===== src/rtl/data_mem_arb_pkg.sv =====
// Shared types and constants for the data-memory arbiter: requester owner tags,
// starvation FSM states and legal parameter ranges.
package data_mem_arb_pkg;

  typedef enum logic {
    OWNER_CORE = 1'b0,
    OWNER_LCD  = 1'b1
  } owner_e;

  typedef enum logic {
    NORMAL = 1'b0,
    BOOST  = 1'b1
  } arb_state_e;

  typedef struct packed {
    logic   valid;
    owner_e owner;
  } rd_tag_t;

  localparam int READ_LATENCY_MIN = 1;
  localparam int READ_LATENCY_MAX = 4;
  localparam int STARVE_LIMIT_MIN = 1;
  localparam int STARVE_LIMIT_MAX = 255;

  // Out-of-range parameters are pulled back into the legal window rather than
  // producing a broken pipeline depth or an unreachable starvation threshold.
  function automatic int clamp_param(input int value, input int lo, input int hi);
    if (value < lo) return lo;
    if (value > hi) return hi;
    return value;
  endfunction

endpackage


===== src/rtl/data_mem_arbiter_if.sv =====
// Bundle of the core, LCD and data-memory signals around the arbiter.
// The arbiter uses the slave modport; the surrounding datapath uses master.
interface data_mem_arbiter_if #(
  parameter int ADDR_WIDTH = 32,
  parameter int DATA_WIDTH = 32
);

  logic                  core_req;
  logic                  core_we;
  logic [ADDR_WIDTH-1:0] core_addr;
  logic [DATA_WIDTH-1:0] core_wdata;
  logic                  core_gnt;
  logic                  core_stall;
  logic                  core_rvalid;
  logic [DATA_WIDTH-1:0] core_rdata;

  logic                  lcd_req;
  logic [ADDR_WIDTH-1:0] lcd_addr;
  logic                  lcd_gnt;
  logic                  lcd_rvalid;
  logic [DATA_WIDTH-1:0] lcd_rdata;
  logic                  lcd_boost;

  logic [ADDR_WIDTH-1:0] mem_addr;
  logic [DATA_WIDTH-1:0] mem_wdata;
  logic                  mem_rd_en;
  logic                  mem_wr_en;
  logic [DATA_WIDTH-1:0] mem_rdata;

  modport master (
    output core_req, core_we, core_addr, core_wdata,
    output lcd_req, lcd_addr,
    output mem_rdata,
    input  core_gnt, core_stall, core_rvalid, core_rdata,
    input  lcd_gnt, lcd_rvalid, lcd_rdata, lcd_boost,
    input  mem_addr, mem_wdata, mem_rd_en, mem_wr_en
  );

  modport slave (
    input  core_req, core_we, core_addr, core_wdata,
    input  lcd_req, lcd_addr,
    input  mem_rdata,
    output core_gnt, core_stall, core_rvalid, core_rdata,
    output lcd_gnt, lcd_rvalid, lcd_rdata, lcd_boost,
    output mem_addr, mem_wdata, mem_rd_en, mem_wr_en
  );

endinterface


===== src/rtl/data_mem_arbiter_rd_tag_pipe.sv =====
// Delay line carrying {valid, owner} for each issued read so the returning
// memory data can be steered to the requester that asked for it.
module rd_tag_pipe
  import data_mem_arb_pkg::*;
#(
  parameter int DEPTH = 1
) (
  input  logic    clk,
  input  logic    rst_n,
  input  rd_tag_t in_tag,
  output rd_tag_t out_tag
);

  rd_tag_t [DEPTH-1:0] stage;

  // Async clear drops every read still in flight so nothing returns after reset.
  always_ff @(posedge clk or negedge rst_n) begin
    if (!rst_n) begin
      for (int i = 0; i < DEPTH; i++) begin
        stage[i] <= '{valid: 1'b0, owner: OWNER_CORE};
      end
    end else begin
      stage[0] <= in_tag;
      for (int i = 1; i < DEPTH; i++) begin
        stage[i] <= stage[i-1];
      end
    end
  end

  assign out_tag = stage[DEPTH-1];

endmodule


===== src/rtl/data_mem_arbiter.sv =====
// Shares the single data-memory port between the core memory stage and the LCD
// reader: per-cycle arbitration, registered issue and owner-tagged read return.
module data_mem_arbiter
  import data_mem_arb_pkg::*;
#(
  parameter int ADDR_WIDTH   = 32,
  parameter int DATA_WIDTH   = 32,
  parameter int READ_LATENCY = 1,
  parameter int STARVE_LIMIT = 8
) (
  input logic               clk,
  input logic               rst_n,
  data_mem_arbiter_if.slave bus
);

  localparam int RD_DEPTH =
    clamp_param(READ_LATENCY, READ_LATENCY_MIN, READ_LATENCY_MAX);
  localparam logic [7:0] STARVE_MAX =
    8'(clamp_param(STARVE_LIMIT, STARVE_LIMIT_MIN, STARVE_LIMIT_MAX));

  arb_state_e state, state_next;
  logic [7:0] wait_cnt, wait_cnt_next;

  logic core_gnt;
  logic lcd_gnt;
  logic lcd_boost;

  logic [ADDR_WIDTH-1:0] mem_addr_q;
  logic [DATA_WIDTH-1:0] mem_wdata_q;
  logic                  mem_rd_en_q;
  logic                  mem_wr_en_q;
  owner_e                issue_owner;

  rd_tag_t issue_tag;
  rd_tag_t ret_tag;

  always_ff @(posedge clk or negedge rst_n) begin
    if (!rst_n) begin
      state    <= NORMAL;
      wait_cnt <= '0;
    end else begin
      state    <= state_next;
      wait_cnt <= wait_cnt_next;
    end
  end

  // Boost is entered the cycle after the wait counter hits its limit, and is
  // left as soon as the LCD is served or gives up, so one boost = one access.
  always_comb begin
    wait_cnt_next = wait_cnt;
    state_next    = state;
    if (!bus.lcd_req || lcd_gnt) begin
      wait_cnt_next = '0;
    end else if (wait_cnt < STARVE_MAX) begin
      wait_cnt_next = wait_cnt + 8'd1;
    end
    unique case (state)
      NORMAL: if (wait_cnt_next == STARVE_MAX) state_next = BOOST;
      BOOST:  if (lcd_gnt || !bus.lcd_req)     state_next = NORMAL;
      default: state_next = NORMAL;
    endcase
  end

  // Grants are gated by rst_n so neither requester sees a grant while in reset.
  always_comb begin
    lcd_boost = (state == BOOST);
    core_gnt  = rst_n & bus.core_req & ~(lcd_boost & bus.lcd_req);
    lcd_gnt   = rst_n & bus.lcd_req & ~core_gnt;
  end

  always_ff @(posedge clk or negedge rst_n) begin
    if (!rst_n) begin
      mem_addr_q  <= '0;
      mem_wdata_q <= '0;
      mem_rd_en_q <= 1'b0;
      mem_wr_en_q <= 1'b0;
      issue_owner <= OWNER_CORE;
    end else begin
      mem_rd_en_q <= (core_gnt & ~bus.core_we) | lcd_gnt;
      mem_wr_en_q <= core_gnt & bus.core_we;
      if (core_gnt) begin
        mem_addr_q  <= bus.core_addr;
        mem_wdata_q <= bus.core_wdata;
        issue_owner <= OWNER_CORE;
      end else if (lcd_gnt) begin
        mem_addr_q  <= bus.lcd_addr;
        issue_owner <= OWNER_LCD;
      end
    end
  end

  // The tag enters alongside the registered read enable, so it emerges exactly
  // when the memory presents the data for that read.
  assign issue_tag = '{valid: mem_rd_en_q, owner: issue_owner};

  rd_tag_pipe #(
    .DEPTH (RD_DEPTH)
  ) u_rd_tag_pipe (
    .clk     (clk),
    .rst_n   (rst_n),
    .in_tag  (issue_tag),
    .out_tag (ret_tag)
  );

  assign bus.core_gnt    = core_gnt;
  assign bus.lcd_gnt     = lcd_gnt;
  assign bus.core_stall  = rst_n & bus.core_req & ~core_gnt;
  assign bus.lcd_boost   = lcd_boost;

  assign bus.mem_addr    = mem_addr_q;
  assign bus.mem_wdata   = mem_wdata_q;
  assign bus.mem_rd_en   = mem_rd_en_q;
  assign bus.mem_wr_en   = mem_wr_en_q;

  assign bus.core_rvalid = ret_tag.valid & (ret_tag.owner == OWNER_CORE);
  assign bus.lcd_rvalid  = ret_tag.valid & (ret_tag.owner == OWNER_LCD);
  assign bus.core_rdata  = bus.mem_rdata;
  assign bus.lcd_rdata   = bus.mem_rdata;

endmodule


===== src/flat_wrapper.sv =====
// flat-port wrapper written by rule: the top's interface ports become plain ports
module data_mem_arbiter_flat import data_mem_arb_pkg::*;
#(
  parameter int ADDR_WIDTH   = 32,
  parameter int DATA_WIDTH   = 32,
  parameter int READ_LATENCY = 1,
  parameter int STARVE_LIMIT = 8
)
  (clk, rst_n, bus_core_req, bus_core_we, bus_core_addr, bus_core_wdata, bus_lcd_req, bus_lcd_addr, bus_mem_rdata, bus_core_gnt, bus_core_stall, bus_core_rvalid, bus_core_rdata, bus_lcd_gnt, bus_lcd_rvalid, bus_lcd_rdata, bus_lcd_boost, bus_mem_addr, bus_mem_wdata, bus_mem_rd_en, bus_mem_wr_en);
  data_mem_arbiter_if #(.ADDR_WIDTH(ADDR_WIDTH), .DATA_WIDTH(DATA_WIDTH)) bus_i ();
  input logic clk;
  input logic rst_n;
  input wire logic [$bits(bus_i.core_req)-1:0] bus_core_req;
  input wire logic [$bits(bus_i.core_we)-1:0] bus_core_we;
  input wire logic [$bits(bus_i.core_addr)-1:0] bus_core_addr;
  input wire logic [$bits(bus_i.core_wdata)-1:0] bus_core_wdata;
  input wire logic [$bits(bus_i.lcd_req)-1:0] bus_lcd_req;
  input wire logic [$bits(bus_i.lcd_addr)-1:0] bus_lcd_addr;
  input wire logic [$bits(bus_i.mem_rdata)-1:0] bus_mem_rdata;
  output wire logic [$bits(bus_i.core_gnt)-1:0] bus_core_gnt;
  output wire logic [$bits(bus_i.core_stall)-1:0] bus_core_stall;
  output wire logic [$bits(bus_i.core_rvalid)-1:0] bus_core_rvalid;
  output wire logic [$bits(bus_i.core_rdata)-1:0] bus_core_rdata;
  output wire logic [$bits(bus_i.lcd_gnt)-1:0] bus_lcd_gnt;
  output wire logic [$bits(bus_i.lcd_rvalid)-1:0] bus_lcd_rvalid;
  output wire logic [$bits(bus_i.lcd_rdata)-1:0] bus_lcd_rdata;
  output wire logic [$bits(bus_i.lcd_boost)-1:0] bus_lcd_boost;
  output wire logic [$bits(bus_i.mem_addr)-1:0] bus_mem_addr;
  output wire logic [$bits(bus_i.mem_wdata)-1:0] bus_mem_wdata;
  output wire logic [$bits(bus_i.mem_rd_en)-1:0] bus_mem_rd_en;
  output wire logic [$bits(bus_i.mem_wr_en)-1:0] bus_mem_wr_en;
  assign bus_i.core_req = bus_core_req;
  assign bus_i.core_we = bus_core_we;
  assign bus_i.core_addr = bus_core_addr;
  assign bus_i.core_wdata = bus_core_wdata;
  assign bus_i.lcd_req = bus_lcd_req;
  assign bus_i.lcd_addr = bus_lcd_addr;
  assign bus_i.mem_rdata = bus_mem_rdata;
  assign bus_core_gnt = bus_i.core_gnt;
  assign bus_core_stall = bus_i.core_stall;
  assign bus_core_rvalid = bus_i.core_rvalid;
  assign bus_core_rdata = bus_i.core_rdata;
  assign bus_lcd_gnt = bus_i.lcd_gnt;
  assign bus_lcd_rvalid = bus_i.lcd_rvalid;
  assign bus_lcd_rdata = bus_i.lcd_rdata;
  assign bus_lcd_boost = bus_i.lcd_boost;
  assign bus_mem_addr = bus_i.mem_addr;
  assign bus_mem_wdata = bus_i.mem_wdata;
  assign bus_mem_rd_en = bus_i.mem_rd_en;
  assign bus_mem_wr_en = bus_i.mem_wr_en;
  data_mem_arbiter #(.ADDR_WIDTH(ADDR_WIDTH), .DATA_WIDTH(DATA_WIDTH), .READ_LATENCY(READ_LATENCY), .STARVE_LIMIT(STARVE_LIMIT)) u_core (.clk(clk), .rst_n(rst_n), .bus(bus_i));
endmodule

===== config.mk =====
export PLATFORM = sky130hd
export DESIGN_NAME = data_mem_arbiter_flat
export DESIGN_NICKNAME = d
export VERILOG_FILES = /design/src/rtl/data_mem_arb_pkg.sv /design/src/rtl/data_mem_arbiter_if.sv /design/src/rtl/data_mem_arbiter_rd_tag_pipe.sv /design/src/rtl/data_mem_arbiter.sv /design/src/flat_wrapper.sv
export SDC_FILE = /design/constraint.sdc
export NUM_CORES = 1
export LEC_CHECK = 0
export CAP_MARGIN = 20
export CORE_MARGIN = 1
export CORE_UTILIZATION = 35
export CTS_CLUSTER_DIAMETER = 30
export DETAILED_ROUTE_END_ITERATION = 8
export GPL_TIMING_DRIVEN = 0
export PLACE_DENSITY = 0.79
export SYNTH_ARGS = -nofsm -noshare
export SYNTH_HDL_FRONTEND = slang
export SYNTH_SLANG_ARGS = --single-unit

===== constraint.sdc =====
create_clock -name clk -period 2.05 [get_ports clk]
set_input_delay 0.3075 -clock clk [delete_from_list [all_inputs] [get_ports clk]]
set_output_delay 0.3075 -clock clk [all_outputs]
set_load 0.02 [all_outputs]

==> key figures, run 1 <==
Status
  – Status: finished, final reports clean

Critical path
  – Worst Path Max Fanout: 10
  – Max incr delay on CP: 520 ps
  – CP arrival: 1610 ps
  – Kind of start point of the critical path: input pin
  – Worst-case reg-to-reg path depth: 5
  – Critical-path top delay cell: clkdlybuf4s50_1
  – Worst EP required: 1740 ps
  – Crit path kind: input pin to output pin
  – Most used cell along the critical path: buf_6
  – CP Cell Sequence: clkdlybuf4s50_1 -> nand2_1 -> a21oi_4 -> buf_6 -> buf_6 -> buf_2
  – Worst setup EP type: output pin

Floorplan
  – Core Rows: 36
  – CORE AREA: 9955 sq um
  – Die H: 104.1 microns
  – Die area: 10830 sq um
  – Chip width: 104.1 microns
  – Starting Density: 36.63%
  – I/O Pins: 269

Route
  – Via count: 3199
  – Drt initial violations: 74
  – Pre-Repair DR Iteration Count: 4
  – Final ANT Viol Nets: 0
  – DRC Markers: 0
  – Routed Wire Length: 11.17 mm
  – Mean routed wirelength per cell: 16.24 microns
  – Post-DR vias/cell: 4.650

Power
  – Peak supply drop: 0.0004934 V
  – Cell Pwr Density: 684.2 nW/um^2
  – Total power: 4.472 mW
  – Static leakage: 2.821 nW

Clock network
  – Clk buf depth: 2
  – Worst skew pair latency: 340 ps
  – Max H-tree Level: 3
  – Num Clock Sinks: 78
  – Clock buffer count from CTS: 9
  – CTS root buf: clkbuf_8
  – CTS tree: built
  – Clock transition at path regs: 90 ps

STA
  – Setup violations, final: 0
  – RSZ-0062 raised after global routing: no
  – Final slew viol count: 0
  – Final Hold Fails: 0
  – Final min period: 1920 ps
  – F_max: 0.5209 GHz
  – WHS: 26.55 ps
  – Worst slew margin: 45.31%
  – Worst Skew: 10.23 ps
  – Actual slew at the worst max-slew pin: 817.6 ps
  – Period Utilization, post-route: 93.65%

Yosys
  – Avg Inst Size Synth: 12.36 sq um
  – Gate Count Post-Synth: 295
  – Distinct cells, synth: 31
  – Post-synthesis cell area: 3646 sq um
  – Yosys warnings: 0
  – Register area share after synthesis: 53.53%
  – Syn_nets: 429
  – Flops & latches, synth: 78

Finish
  – Fillers: 778
  – # diodes: 0
  – Nets: 684
  – Non-Filler Instances: 688
  – Synthesis-to-layout area growth: 79.27%
  – Layout cells sized above 1: 24.32%

Hold path
  – Hold Path Class: input pin to asynchronous set/reset pin

GRT
  – Number of global-route vias before repair: 3341
  – Initial antenna violation count: 0
  – Largest net degree at the start of global routing: 40
  – GR Util All Layers: 20.51%
  – First-pass GRT wire length: 17.17 mm
  – Grt ovf: 0

Place
  – Port bufs: 236
  – Placed Cells: 665
  – Dpl hpwl: 8.542 mm
  – Final GP Congestion: 0.7636

Run
  – Max-cap violations: 0
[worst max-delay path, delay by kind of cell]
kind                   cells  cell delay (ps)
buffers and inverters      4             1010
AO/OA/AOI/OAI              1              160
AND/OR/NAND/NOR            1              130
[per-layer routing]
layer  routed length, microns  global-route usage, %
met3                      864                  5.827
met5                        0                      0
met1                     4176                  21.55
met4                      204                  7.857
met2                     5929                  38.38
[final timing paths]
| kind | startpoint | endpoint | slack (ps) |
|---|---|---|---|
| hold / removal | rst_n | u_core.u_rd_tag_pipe.out_tag[0]$_DFF_PN0_ | 30 |
| min in group clk | rst_n | u_core.bus.lcd_boost$_DFF_PN0_ | 280 |
| max in group asynchronous | rst_n | u_core.wait_cnt[2]$_DFF_PN0_ | 820 |
| setup reg to reg | u_core.bus.lcd_boost$_DFF_PN0_ | u_core.bus.mem_addr[13]$_DFFE_PN0P_ | 370 |
| hold reg to reg | u_core.issue_owner$_DFFE_PN0P_ | u_core.u_rd_tag_pipe.out_tag[0]$_DFF_PN0_ | 380 |
| setup / recovery | bus_core_req | bus_core_gnt | 130 |
[synth_stat cells, drive strengths merged]
master	count	area, sq um
nand2b	1	6.260
or4	2	18.77
xnor2	1	8.760
mux2	32	360.4
nor2b	2	12.51
clkbuf	4	15.01
or3	1	6.260
o21ai	4	20.02
inv	3	11.26
nand3b	1	7.510
a221o	32	320.3
and2	38	239.0
nor3b	1	12.51
nand2	2	7.510
a22oi	1	7.510
o21a	1	7.510
and3	1	6.260
o32ai	1	8.760
a21oi	6	30.03
o2111ai	1	8.760
buf	74	530.5
dfrtp	78	1952
o31ai	1	7.510
ha	1	12.51
nor4	1	6.260
a21o	1	7.510
nor2	4	15.01
[registers in the layout, indices dropped and copies added (netlist names)]
| register | flops |
|---|---|
| u_core.bus.mem_wr_en | 1 |
| u_core.wait_cnt | 8 |
| u_core.bus.lcd_boost | 1 |
| u_core.issue_owner | 1 |
| u_core.bus.mem_wdata | 32 |
| u_core.bus.mem_rd_en | 1 |
| u_core.bus.mem_addr | 32 |
| u_core.u_rd_tag_pipe.out_tag | 2 |
[power by group]
group	switching [mW]	internal (mW)	total (mW)
Sequential	0.0996	1.73	1.83
Clock	0.570	0.559	1.13
Combinational	0.647	0.870	1.52
[stage by stage]
step                instance area [sq um]  setup TNS (ps)  utilization [%]  setup WS (ps)
floorplan                            3646               0                -          535.6
global placement                     6175         -423790            62.03          -3954
detailed placement                   6192          -30690            62.20          -1146
CTS                                  6528               0            65.57          1.426
global route                         6536               0            65.66          41.55
finish                               6536               0            65.66          130.3
[what timing repair did]
| action | in CTS | in global routing |
|---|---|---|
| buffers inserted | 1 | 1 |
| setup endpoints to repair | 64 | 8 |
| gates cloned | 1 | 0 |
| resized for setup | 18 | 4 |
| hold buffers | 4 | 0 |
| hold endpoints to repair | 39 | 0 |
| pin swaps | 1 | 0 |
[cell usage in the layout, fill, tap and decap left out, types with 2 or more instances in the layout]
cell type	netlist	routed
clkdlybuf4s50_1	0	231
dfrtp_1	78	78
buf_4	64	67
a221o_1	32	32
mux2_2	32	32
and2_0	22	22
and2_1	15	15
clkbuf_8	0	9
buf_2	10	8
a21oi_1	6	5
clkbuf_1	4	5
o21ai_0	4	4
nor2_1	4	4
inv_1	3	3
clkinvlp_4	0	3
buf_12	0	3
nand2_1	2	2
buf_6	0	2
clkinv_2	0	2
dlygate4sd3_1	0	2
[layout make-up]
| cell class | count | area (sq um) | area share (%) |
|---|---|---|---|
| Buffer | 78 | 560.5 | 8.576 |
| Clock buffer | 10 | 127.6 | 1.953 |
| Clock inverter | 6 | 62.56 | 0.9571 |
| Inverter | 3 | 11.26 | 0.1723 |
| Multi-Input combinational cell | 136 | 1157 | 17.71 |
| Sequential cell | 78 | 1952 | 29.86 |
| Tap cell | 133 | 166.4 | 2.546 |
| Timing Repair Buffer | 244 | 2499 | 38.23 |
[cells by family (layout without fill, tap and decap cells)]
group / count (synthesis) / after routing / share of synthesized area [%]
AO/OA/AOI/OAI: 48 / 48 / 11.46
XOR/XNOR: 1 / 1 / 0.2403
adder cells (fa/ha/maj): 1 / 1 / 0.3431
buffers and inverters: 81 / 341 / 15.27
flip-flops: 78 / 78 / 53.53
multiplexers: 32 / 32 / 9.883
AND/OR/NAND/NOR: 54 / 54 / 9.266
Power figures use the tool's default switching activity.
==> run 2: changes to the inputs <==
--- a/config.mk
+++ b/config.mk
@@ -9,8 +9,9 @@
 export CORE_MARGIN = 1
 export CORE_UTILIZATION = 35
+export CTS_BUF_LIST = sky130_fd_sc_hd__clkbuf_8
 export CTS_CLUSTER_DIAMETER = 30
 export DETAILED_ROUTE_END_ITERATION = 8
 export GPL_TIMING_DRIVEN = 0
-export PLACE_DENSITY = 0.79
+export PLACE_DENSITY = 0.82
 export SYNTH_ARGS = -nofsm -noshare
 export SYNTH_HDL_FRONTEND = slang
==> constraint.sdc (replaced) <==
create_clock -name clk -period 2.05 [get_ports clk]
set_input_delay 0.41 -clock clk [delete_from_list [all_inputs] [get_ports clk]]
set_output_delay 0.41 -clock clk [all_outputs]
set_load 0.02 [all_outputs]
==> run 2 against run 1 <==
  * Clock power up 25%
  * Non-clock buffer count down 3
  * Worst setup slack better by 31 ps
  * Design area up 0.38%
  * First-iteration DRC count up 49%
  * Via count up 2.6%
  * Fmax up 1.7%
  * Hold slack better by 12 ps
  * Sequential power about the same
  * Register-to-register slack worse by 20 ps
  * Clock-buffer cell count unchanged
==> key figures, run 2 (synthesis gave the netlist of run 1 again) <==
Finish
  – Synthesis-to-layout area growth: 79.96%
  – Commonest non-fill, non-tap cell in the layout: clkdlybuf4s50_1
  – Nets: 681 (-0.44%)
  – Layout cells sized above 1: 24.32% (about the same)
  – Fillers: 760 (-2.3%)
  – Most frequent cells in the layout: clkdlybuf4s50_1 (230), dfrtp_1 (78), buf_4 (68)
  – # diodes: 0 (unchanged)
  – Final Cell Area: 6561 sq um (+0.38%)

Floorplan
  – Chip width: 104.1 microns (unchanged)
  – Starting Density: 36.63% (unchanged)
  – Die H: 104.1 microns (unchanged)
  – I/O Pins: 269 (unchanged)
  – Die area: 10830 sq um (unchanged)
  – Core Rows: 36 (unchanged)
  – CORE AREA: 9955 sq um (unchanged)

STA
  – Final Hold Fails: 0 (unchanged)
  – Actual slew at the worst max-slew pin: 675.8 ps (-141.8 ps)
  – F_max: 0.5296 GHz (+1.7%)
  – Final TNS setup: 0 ps (unchanged)
  – Worst Skew: 13.44 ps (+3.208 ps)
  – RSZ-0062 raised after global routing: no
  – Final min period: 1888 ps (-31.42 ps)
  – Worst slew margin: 54.80% (+9.5 points)
  – Setup violations, final: 0 (unchanged)
  – Period Utilization, post-route: 92.11% (-1.5 points)
  – Final slew viol count: 0 (unchanged)

Critical path
  – CP arrival: 1480 ps (-130 ps)
  – Worst EP required: 1640 ps (-100 ps)
  – Worst setup EP type: output pin
  – Critical-path top delay cell: clkdlybuf4s50_1
  – CP bufs+invs: 1 (-3)
  – Kind of start point of the critical path: flop
  – Max incr delay on CP: 660 ps (+140 ps)
  – Crit path kind: flop to output pin
  – Worst Path Max Fanout: 5 (-5)
  – Crit path max-delay family: buffers and inverters
  – CP Cell Sequence: clkdlybuf4s50_1

Route
  – Final ANT Viol Nets: 0 (unchanged)
  – Pre-Repair DR Iteration Count: 4 (unchanged)
  – Post-DR vias/cell: 4.797 (+3.2%)
  – DRC Markers: 0 (unchanged)
  – Routed Wire Length: 11.42 mm (+2.2%)
  – Via count: 3281 (+2.6%)
  – Mean routed wirelength per cell: 16.70 microns (+2.8%)
  – Drt initial violations: 110 (+49%)

Power
  – Peak supply drop: 0.0004207 V (-15%)
  – Static leakage: 2.836 nW (+0.53%)
  – Total power: 4.752 mW (+6.3%)
  – Cell Pwr Density: 724.2 nW/um^2 (+5.8%)

Hold path
  – Hold Path Class: input pin to asynchronous set/reset pin

Clock network
  – Clk buf depth: 2 (unchanged)
  – CTS root buf: clkbuf_8
  – Clock transition at path regs: 90 ps (about the same)
  – Worst skew pair latency: 350 ps (about the same)
  – Clock buffer count from CTS: 9 (unchanged)
  – Num Clock Sinks: 78 (unchanged)
  – Max H-tree Level: 3 (unchanged)
  – CTS tree: built

Place
  – Placement Cell Area: 6200 sq um (+0.12%)
  – Port bufs: 236 (unchanged)
  – Final GP Congestion: 0.7897 (+3.4%)
  – Dpl hpwl: 8.633 mm (+1.1%)

GRT
  – Grt ovf: 0 (unchanged)
  – First-pass GRT wire length: 18.00 mm (+4.8%)
  – Initial antenna violation count: 0 (unchanged)
  – Number of global-route vias before repair: 3492 (+4.5%)
  – Largest net degree at the start of global routing: 34 (-15%)
  – GR Util All Layers: 21.35% (+0.84 points)

Status
  – Status: finished, final reports clean

Run
  – Max-cap violations: 0 (unchanged)
==> run 2: cell types whose count changed in the layout (fill, tap and decap cells not counted), moves of 2 or more <==
cell           change
bufinv_16          +2
dlygate4sd2_1      +2
clkinv_2           -2
clkinvlp_4         -2
buf_12             -2
==> run 2: routing by layer <==
metal | vias to the layer above | wire length [microns] | track usage [%]
met3 | 24 | 985 | 7.143
met4 | 0 | 269 | 8.469
met5 | - | 0 | 0
li1 | 1491 | - | -
met2 | 178 | 5973 | 38.76
met1 | 1588 | 4195 | 22.63
==> run 2: power by group <==
| part | leakage, nW | switching, mW | total, mW | internal [mW] |
|---|---|---|---|---|
| registers | 0.958 | 0.102 | 1.83 | 1.73 |
| logic | 1.76 | 0.648 | 1.51 | 0.866 |
| clock network | 0.119 | 0.569 | 1.41 | 0.840 |
==> run 2: what timing repair did <==
| item | CTS | global route |
|---|---|---|
| hold endpoints to repair | 15 | 0 |
| endpoints found under the setup margin | 64 | 0 |
| buffers inserted | 2 | 0 |
| hold buffers | 1 | 0 |
| resized for setup | 23 | 0 |
==> run 2: final timing paths <==
path	startpoint	endpoint	slack (ps)	cells past startpoint
max in group asynchronous	rst_n	u_core.bus.mem_wdata[1]$_DFFE_PN0N_	910	2
setup / recovery	u_core.bus.lcd_boost$_DFF_PN0_	bus_lcd_boost	160	1
min in group clk	u_core.bus.mem_rd_en$_DFF_PN0_	u_core.u_rd_tag_pipe.out_tag[1]$_DFF_PN0_	380	0
hold reg to reg	u_core.bus.mem_rd_en$_DFF_PN0_	u_core.u_rd_tag_pipe.out_tag[1]$_DFF_PN0_	380	0
setup reg to reg	u_core.bus.lcd_boost$_DFF_PN0_	u_core.bus.mem_addr[18]$_DFFE_PN0P_	350	5
hold / removal	rst_n	u_core.bus.mem_wdata[14]$_DFFE_PN0N_	40	2
==> run 2: final cells by class <==
type	instances	area (sq um)	share of cell area (%)
timing repair buffer	242	2466	37.59
sequential	78	1952	29.75
multi-input combinational	136	1160	17.68
buffer	77	561.8	8.562
tap	133	166.4	2.536
clock buffer	10	137.6	2.098
clock inverter	5	106.4	1.621
inverter	3	11.26	0.1716
==> run 2: stage by stage <==
| stage | setup slack, ps | hold slack [ps] | cells | util (%) |
|---|---|---|---|---|
| 2_1_floorplan | 433.1 | 114.4 | 295 | - |
| 3_3_place_gp | -4109 | 358.7 | 664 | 62.03 |
| 3_5_place_dp | -1211 | 289.0 | 665 | 62.28 |
| 4_1_cts | 143.1 | 22.23 | 684 | 65.91 |
| 5_1_grt | 97.35 | 19.35 | 684 | 65.91 |
| 6_report | 161.7 | 38.54 | 684 | 65.91 |
